### src/rtl/vm_pkg.sv
// Shared definitions for the multi-product vending controller: state encoding,
// coin values in half-lira units and price-table field extraction.
package vm_pkg;

    typedef enum logic [1:0] {
        IDLE    = 2'd0,
        COLLECT = 2'd1,
        VEND    = 2'd2,
        CHANGE  = 2'd3
    } vm_state_e;

    localparam int HALF_UNIT = 1;
    localparam int ONE_UNIT  = 2;

    // Returns field idx of a packed table of w-bit prices (w <= 16).
    function automatic logic [15:0] price_field(input logic [127:0] prices,
                                                input int idx,
                                                input int w);
        logic [15:0] mask;
        mask = 16'((32'd1 << w) - 32'd1);
        return 16'(prices >> (idx * w)) & mask;
    endfunction

endpackage

### src/rtl/vm_change_dispenser.sv
// Change counter: pays out one coin per step, 1 TL first, then 0.5 TL.
// Pulses are registered; load and step may coincide so the first coin leaves on the load edge.
module vm_change_dispenser #(
    parameter int W = 4
) (
    input  logic         clk_i,
    input  logic         rst_ni,
    input  logic         load_i,
    input  logic [W-1:0] load_val_i,
    input  logic         step_i,
    output logic         change1_o,
    output logic         change05_o,
    output logic [W-1:0] remain_o,
    output logic         done_o
);
    import vm_pkg::*;

    localparam logic [W-1:0] ONE_W  = W'(ONE_UNIT);
    localparam logic [W-1:0] HALF_W = W'(HALF_UNIT);

    logic [W-1:0] remain_q, remain_d, src;
    logic         change1_q, change1_d;
    logic         change05_q, change05_d;

    always_comb begin
        src        = load_i ? load_val_i : remain_q;
        remain_d   = src;
        change1_d  = 1'b0;
        change05_d = 1'b0;
        if (step_i) begin
            if (src >= ONE_W) begin
                change1_d = 1'b1;
                remain_d  = src - ONE_W;
            end else if (src == HALF_W) begin
                change05_d = 1'b1;
                remain_d   = '0;
            end
        end
    end

    always_ff @(posedge clk_i) begin
        if (!rst_ni) begin
            remain_q   <= '0;
            change1_q  <= 1'b0;
            change05_q <= 1'b0;
        end else begin
            remain_q   <= remain_d;
            change1_q  <= change1_d;
            change05_q <= change05_d;
        end
    end

    assign change1_o  = change1_q;
    assign change05_o = change05_q;
    assign remain_o   = remain_q;
    assign done_o     = (remain_q == '0);

endmodule

### src/rtl/vending_machine_multi.sv
// Vending controller for NUM_PROD products priced in half-lira units; all outputs
// registered, so the reaction to inputs sampled at an edge is visible right after it.
module vending_machine_multi
    import vm_pkg::*;
#(
    parameter int                            NUM_PROD   = 4,
    parameter int                            PRICE_W    = 4,
    parameter int                            MAX_CREDIT = 6,
    parameter logic [NUM_PROD*PRICE_W-1:0]   PRICES     = {4'd5, 4'd3, 4'd2, 4'd1}
) (
    input  logic                Clk,
    input  logic                Rst_n,
    input  logic                Req,
    input  logic                OneTL,
    input  logic                HalfTL,
    input  logic [NUM_PROD-1:0] Sel,
    input  logic                Cancel,
    output logic [NUM_PROD-1:0] Give,
    output logic                Change1,
    output logic                Change05,
    output logic                Reject,
    output logic [PRICE_W-1:0]  Credit,
    output logic                Busy
);

    localparam logic [PRICE_W:0] MAX_W = (PRICE_W + 1)'(MAX_CREDIT);

    vm_state_e             state_q, state_d;
    logic [PRICE_W-1:0]    credit_q, credit_d;
    logic [NUM_PROD-1:0]   give_q, give_d;
    logic                  reject_q, reject_d;
    logic                  busy_q, busy_d;

    logic                  coin;
    logic [PRICE_W:0]      add, sum;
    logic                  sel_any, sel_onehot;
    logic [PRICE_W-1:0]    sel_price;

    logic                  ld, step, rem_zero;
    logic [PRICE_W-1:0]    ld_val, remain;

    always_comb begin
        coin       = OneTL | HalfTL;
        add        = (PRICE_W + 1)'((OneTL ? ONE_UNIT : 0) + (HalfTL ? HALF_UNIT : 0));
        sum        = {1'b0, credit_q} + add;
        sel_any    = (Sel != '0);
        sel_onehot = sel_any && ((Sel & (Sel - NUM_PROD'(1))) == '0);
        sel_price  = '0;
        for (int i = 0; i < NUM_PROD; i++) begin
            if (Sel[i]) begin
                sel_price = PRICE_W'(price_field(128'(PRICES), i, PRICE_W));
            end
        end
    end

    always_comb begin
        state_d  = state_q;
        credit_d = credit_q;
        give_d   = '0;
        reject_d = 1'b0;
        ld       = 1'b0;
        ld_val   = '0;
        step     = 1'b0;
        case (state_q)
            IDLE: begin
                if (Req) begin
                    state_d  = COLLECT;
                    credit_d = '0;
                end else if (coin || sel_any || Cancel) begin
                    reject_d = 1'b1;
                end
            end
            COLLECT: begin
                // Cancel (or a fresh Req with money inserted) outranks coins and Sel.
                if (Cancel || (Req && credit_q != '0)) begin
                    credit_d = '0;
                    if (credit_q != '0) begin
                        state_d = CHANGE;
                        ld      = 1'b1;
                        ld_val  = credit_q;
                        step    = 1'b1;
                    end else begin
                        state_d = IDLE;
                    end
                end else if (coin) begin
                    if (sum > MAX_W) begin
                        reject_d = 1'b1;
                    end else begin
                        credit_d = sum[PRICE_W-1:0];
                    end
                end else if (sel_any) begin
                    if (!sel_onehot || credit_q < sel_price) begin
                        reject_d = 1'b1;
                    end else begin
                        state_d  = VEND;
                        give_d   = Sel;
                        ld       = 1'b1;
                        ld_val   = credit_q - sel_price;
                        credit_d = '0;
                    end
                end
            end
            VEND: begin
                reject_d = coin;
                if (rem_zero) begin
                    state_d = IDLE;
                end else begin
                    state_d = CHANGE;
                    step    = 1'b1;
                end
            end
            CHANGE: begin
                reject_d = coin;
                if (rem_zero) begin
                    state_d = IDLE;
                end else begin
                    step = 1'b1;
                end
            end
            default: state_d = IDLE;
        endcase
        busy_d = (state_d == VEND) || (state_d == CHANGE);
    end

    always_ff @(posedge Clk) begin
        if (!Rst_n) begin
            state_q  <= IDLE;
            credit_q <= '0;
            give_q   <= '0;
            reject_q <= 1'b0;
            busy_q   <= 1'b0;
        end else begin
            state_q  <= state_d;
            credit_q <= credit_d;
            give_q   <= give_d;
            reject_q <= reject_d;
            busy_q   <= busy_d;
        end
    end

    vm_change_dispenser #(
        .W (PRICE_W)
    ) u_change (
        .clk_i      (Clk),
        .rst_ni     (Rst_n),
        .load_i     (ld),
        .load_val_i (ld_val),
        .step_i     (step),
        .change1_o  (Change1),
        .change05_o (Change05),
        .remain_o   (remain),
        .done_o     (rem_zero)
    );

    // While vending or paying out, the outstanding amount lives in the dispenser.
    assign Credit = busy_q ? remain : credit_q;
    assign Give   = give_q;
    assign Reject = reject_q;
    assign Busy   = busy_q;

endmodule

### config.mk
export PLATFORM = sky130hd
export DESIGN_NAME = vending_machine_multi
export DESIGN_NICKNAME = d
export VERILOG_FILES = /design/src/rtl/vm_pkg.sv /design/src/rtl/vm_change_dispenser.sv /design/src/rtl/vending_machine_multi.sv
export SDC_FILE = /design/constraint.sdc
export NUM_CORES = 1
export LEC_CHECK = 0
export CAP_MARGIN = 20
export CORE_MARGIN = 2
export CORE_UTILIZATION = 49
export CTS_CLUSTER_DIAMETER = 30
export DETAILED_ROUTE_END_ITERATION = 7
export MAX_ROUTING_LAYER = met4
export PLACE_DENSITY_LB_ADDON = 0.08
export SLEW_MARGIN = 25
export SYNTH_ARGS = -nofsm -noshare
export SYNTH_HDL_FRONTEND = slang
export SYNTH_HIERARCHICAL = 1
export SYNTH_SLANG_ARGS = --single-unit
### constraint.sdc
create_clock -name Clk -period 4.2 [get_ports Clk]
set_input_delay 0.63 -clock Clk [delete_from_list [all_inputs] [get_ports Clk]]
set_output_delay 0.63 -clock Clk [all_outputs]
set_load 0.005 [all_outputs]
* After elaboration in Yosys (flattened, before gate mapping) *
Cells that the tools add are included.

word-level totals
  register bits = 18
  input bits = 10
  word-level logic and storage cells = 103
  output and inout bits = 12

operators by class
  multiplexer cells = 52
  equality and inequality tests = 10
  $add $sub $neg = 5
  bitwise gates (word level) = 6
  order comparisons = 3
  reduce and logical (&&, ||, !) cells = 19

operators by type and width
  operator               count
  $mux W4                20
  $mux W1                19
  $mux W2                9
  $ne A4 B4 Y1 const B   3
  $eq A2 B2 Y1 const B   4
  $logic_not A4 Y1       2
  $pmux W2 S4            1
  $pmux W4 S2            1
  $reduce_bool A4 Y1     2
  $reduce_or A6 Y1       1
  $add A4 B3 Y5          1
  $gt A5 B3 Y1 const B   1
  $logic_or A1 B1 Y1     5
  $reduce_and A5 Y1      1
  $and A4 B4 Y4          1
  $eq A4 B1 Y1 const B   1
  $ge A4 B2 Y1 const B   1
  $lt A4 B4 Y1           1
  $not A1 Y1             4
  $sub A4 B1 Y4 const B  1
  $sub A4 B2 Y4 const B  1
  $sub A4 B4 Y4          1
  $add A2 B1 Y3          1
  $pmux W1 S3            1
  11 further kinds       12

* Longest topological paths before layout *
Gate-level depths: netlist (run 1).

  depth in word-level cells = 16
  mapped depth = 14
  mapped depth without buffers = 13

* Cells and area by module *
The synthesis (run 1) kept the hierarchy.

modules (own cells, without submodules)
  module                 instances  cells each  seq. area each (µm²)  area an instance (µm²)
  vending_machine_multi  1          120         220.2                 940.9
  vm_change_dispenser    1          36          120.1                 339.1

* Worst setup path before layout (run 1) *
OpenSTA, ideal clock, no wires.

  kind = input-to-reg
  start point = input port Sel[3]
  end point = register u_change.remain_q[3] (netlist: u_change/remain_o[3])
  library setup time = 0.092 ns
  path buffers = 1
  data arrival time = 3.171 ns
  data required time = 4.108 ns
  slack = 0.937 ns
  stages on the path = 14
  cell sequence = nor2_1 > o21ai_0 > ha_1 > fa_1 > o21ai_0 > o2111a_1 > nand2b_1 > a21oi_1 > buf_6 > mux2i_1 > ha_1 > nand2_1 > mux2_2 > o32ai_1

on the way
  word-level cells in the longest chain between the ends = 16
  elaborated cells between the ends (all ways) = 27
  those cells by class = 3 x add/sub; 2 x order compare; 1 x eq/ne; 15 x mux; 1 x bitwise; 5 x reduce/logical

ends and longest elaborated chain
  what                                                   line                         text
  start: declaration                                     vending_machine_multi.sv:16  input logic [NUM_PROD-1:0] Sel,
  $sub A4 B1 Y4                                          vending_machine_multi.sv:47  sel_onehot = sel_any && ((Sel & (Sel - NUM_PROD'(1))) == '0);
  $and A4 B4 Y4                                          vending_machine_multi.sv:47
  $logic_not A4 Y1                                       vending_machine_multi.sv:47
  $logic_and A1 B1 Y1                                    vending_machine_multi.sv:47
  $logic_not A1 Y1                                       vending_machine_multi.sv:92  if (!sel_onehot || credit_q < sel_price) begin
  $logic_or A1 B1 Y1                                     vending_machine_multi.sv:92
  $mux W1                                                vending_machine_multi.sv:92
  $mux W1 *                                              vending_machine_multi.sv:91  end else if (sel_any) begin
  $mux W1 *                                              vending_machine_multi.sv:85  end else if (coin) begin
  $mux W1 *                                              vending_machine_multi.sv:75  if (Cancel || (Req && credit_q != '0)) begin
  $mux W1 *                                              vending_machine_multi.sv:64  case (state_q)
  named net ld                                           vending_machine_multi.sv:39  logic ld, step, rem_zero;
  $mux W4 *                                              vm_change_dispenser.sv:26    src = load_i ? load_val_i : remain_q;
  branches (longest 3 deep; another with $sub A4 B2 Y4)  -
  $mux W4 *                                              vm_change_dispenser.sv:30    if (step_i) begin
  end signal: assignment                                 vm_change_dispenser.sv:47    remain_q <= remain_d;
  end: declaration                                       vm_change_dispenser.sv:21    logic [W-1:0] remain_q, remain_d, src;

Mark *: on every way through the listed nets, which the timed path passes.
A chain may end at the register's enable or synchronous reset.

* Worst setup path in the final report (run 1) *
  start point = input port Sel[1]
  end point = register u_change.remain_q[3] (netlist: u_change/remain_o[3])

The elaborated chain is that of the path after synthesis.

==> run_results.csv, run 1 <==
group,metric,value,unit
run_status,outcome,"completed",
clock_network,numCtsBuffers,3,
synth,synthAdderAreaFrac,0.0899,
finish,final_area,1530,um^2
finish,area.growth.synth_to_final,19.4,%
detailed_routing,via_per_inst,5.70,
grt,grt_pass1_wl,4.83,mm
clock_network,cts_resized,0,
worst_hold_path,hold_path_class,"reg2reg",
place,preCtsSetupSlack,0.244,ns
grt,met1_usage,0.301,
timing,fin_crit_sh,0.883,
detailed_routing,drt_wl_total,2.84,mm
synth,muxShareOfSynthArea,0.0743,
clock_network,clkLatencyLatePin,0.29,ns
synth,synth-xor-area-share,0.0137,
timing,setup_viol_count_final,0,
timing,finalSetupTns,0,ns
clock_network,root_buffer,"clkbuf_4",
detailed_routing,antenna_left,0,
place,place_inst,204,
clock_network,h-tree-depth,1,
synth,ys_async_sr_fraction,0,
detailed_routing,vias,1186,
timing,max_slew_margin,0.459,
synth,ys_ff_latch,17,
synth,synth_edf_count,0,
detailed_routing,route.detailed.drc,0,
grt,antenna_found_initial,0,
grt,grtUsageMet2,0.369,
place,dpl_cell_area,1500,um^2
grt,grt_overflow_total,0,
synth,netlist_instances,156,
power,total_leakage_power,0.597,nW
synth,yosysWarnings,6,
floorplan,die_w,55.1,um
floorplan,io_pins,22,
timing,final.min_clock_period,3.71,ns
floorplan,start_util,0.517,
synth,synth_area,1280,um^2
grt,grt_pass1_vias,1098,
timing,report.final.slew_viol_count,0,
place,dpl.hpwl,2.25,mm
synth,syn_area_per_cell,8.20,um^2
clock_network,clk_pin_slew,0.10,ns
clock_network,cts_tree,"built",
floorplan,core,2480,um^2
timing,clock_skew,0.000901,ns
timing,grt_setup_unrepaired,"false",
timing,worst_pin_slew,0.808,ns
clock_network,cts_sinks,17,
grt,grt_max_degree,14,
synth,ys.flop_type,"dfxtp_1",
critical_path,end_kind,"flop",
finish,drive_gt1_frac,0.101,
grt,grt_usage,0.229,
synth,synth_top_family_by_area,"simple AND/OR/NAND/NOR gates",
power,ir_drop,0.137,mV
finish,diodes,0,
critical_path,critPathMaxStageDelay,0.62,ns
floorplan,row_count,18,
timing,fmax,270,MHz
synth,synth.distinct_cells,45,
synth,synth_seq_area_share,0.266,
clock_network,cts_buffer_depth,2,
critical_path,crit_arrival,3.92,ns
detailed_routing,wire_per_inst,13.7,um
finish,nets,197,
run,drv_cap,0,
grt,use_met3,0.0242,
grt,grt-busiest-layer,"met2",
synth,syn_nets,174,
critical_path,worstPathCellList,"clkdlybuf4s50_1 -> o21ai_0 -> ha_1 -> fa_1 -> o21ai_0 -> o2111a_1 -> nand2b_1 -> a21oi_1 -> mux2i_1 -> ha_1 -> nand2_1 -> mux2_2 -> o32ai_1",
place,io_buffers,21,
critical_path,crit_path_max_fanout,8,
timing,final_hold_viol_count,0,
floorplan,die_height,55.1,um
synth,synth_compound_area_frac,0.234,
critical_path,slowest_stage,"clkdlybuf4s50_1",
timing,setup_ws,0.493,ns
power,power.density,205,nW/um^2
critical_path,crit_required,4.41,ns
clock_network,ctsHoldBuffers,0,
place,place.gp.congestion,0.850,
synth,synthSimpleGateAreaFrac,0.258,
critical_path,worstSetupPathType,"in2reg",
finish,final_cells,208,
clock_network,post-cts-setup-buffers,0,
detailed_routing,drt_iter0_drc,44,
timing,whs,0.575,ns
detailed_routing,drtPass1Iterations,4,
floorplan,die_area,3040,um^2
critical_path,setup.worst_path.start_class,"primary input",
-- logic make-up after synthesis --
kind of cell | Yosys count
and+or+nand+nor | 60
AOI/OAI and AO/OA | 44
DFF | 17
buffers and inverters | 16
muxes | 9
adders and majority gates | 8
xor gates and xnor gates | 2
-- cell type report --
cell class	count	area (um^2)
fill	243	950
sequential	17	340
multi-input combinational	123	857
inverter	11	41.3
tap	30	37.5
timing repair buffer	23	225
clock buffer	4	26.3
-- Yosys cell counts (3+ instances only) --
cell type   n  area, um^2
buf_6       3        33.8
o21ai_0    12        60.1
nand2b_1    3        18.8
mux2i_1     5        50.1
and3_1      4        25.0
a21o_1      3        22.5
a21oi_1     8        40.0
and2_1      5        31.3
dfxtp_1    17         340
inv_1      11        41.3
ha_1        6        75.1
nor2_1     16        60.1
mux2_2      4        45.0
nand2_1    15        56.3
a22oi_1     3        22.5
-- through the flow --
| stage | total power, W | util |
|---|---|---|
| 3_3_place_gp | 0.000225 | 0.606 |
| 5_1_grt | 0.000332 | 0.617 |
| 6_report | 0.000314 | 0.617 |
| 3_5_place_dp | 0.000227 | 0.606 |
| 4_1_cts | 0.000317 | 0.617 |
| 2_1_floorplan | 0.000206 | - |
-- routing by layer --
layer / up-vias / part of all wire
met5: - / 0
met4: 0 / 0.0084
met3: 4 / 0.051
met2: 30 / 0.47
met1: 548 / 0.47
li1: 604 / -
-- power by group --
group | leakage (nW) | switching, W | internal [W]
Combinational | 0.444 | 0.0000305 | 0.0000268
Sequential | 0.137 | 0.00000283 | 0.000163
Clock | 0.0150 | 0.0000533 | 0.0000370
Total | 0.597 | 0.0000866 | 0.000227
-- cell usage in the layout, fill, tap and decap left out, drive strengths merged, types with 5 or more instances in the layout --
cell	Yosys	final
nand2	16	16
inv	11	11
a21oi	9	9
mux2i	5	5
and2	5	5
dfxtp	17	17
ha	6	6
o21ai	13	13
clkdlybuf4s50	0	21
nor2	16	16
-- state kept, by name, summed over array words and instances, names as in the netlist --
name / cells
Reject: 1
u_change/remain_o: 4
Busy: 1
Give: 4
u_change/change05_o: 1
u_change/change1_o: 1
state_q: 1
credit_q: 4
-- worst max-delay path, delay by kind of cell --
kind,cells,cell delay [ns]
buffers and inverters,1,0.62
AND/OR/NAND/NOR,2,0.12
adder cells (fa/ha/maj),3,0.81
AO/OA/AOI/OAI,5,1.15
multiplexers,2,0.59
-- path summary, 6_finish.rpt --
check | start | endpoint | slack, ns | cells after the start
worst max-delay path | Sel[1] | u_change/remain_o[3] | 0.49 | 13
worst min-delay path | credit_q[3] | credit_q[3] | 0.58 | 1
worst max register to register | credit_q[0] | u_change/remain_o[3] | 0.99 | 12
worst min register to register | credit_q[3] | credit_q[3] | 0.58 | 1
Power figures use the tool's default switching activity.
==> inputs of run 2 (changes only) <==
- SLEW_MARGIN: 25 -> 20
==> results of run 2 <==
The final DEF is identical to that of run 1; final timing and power are the same.
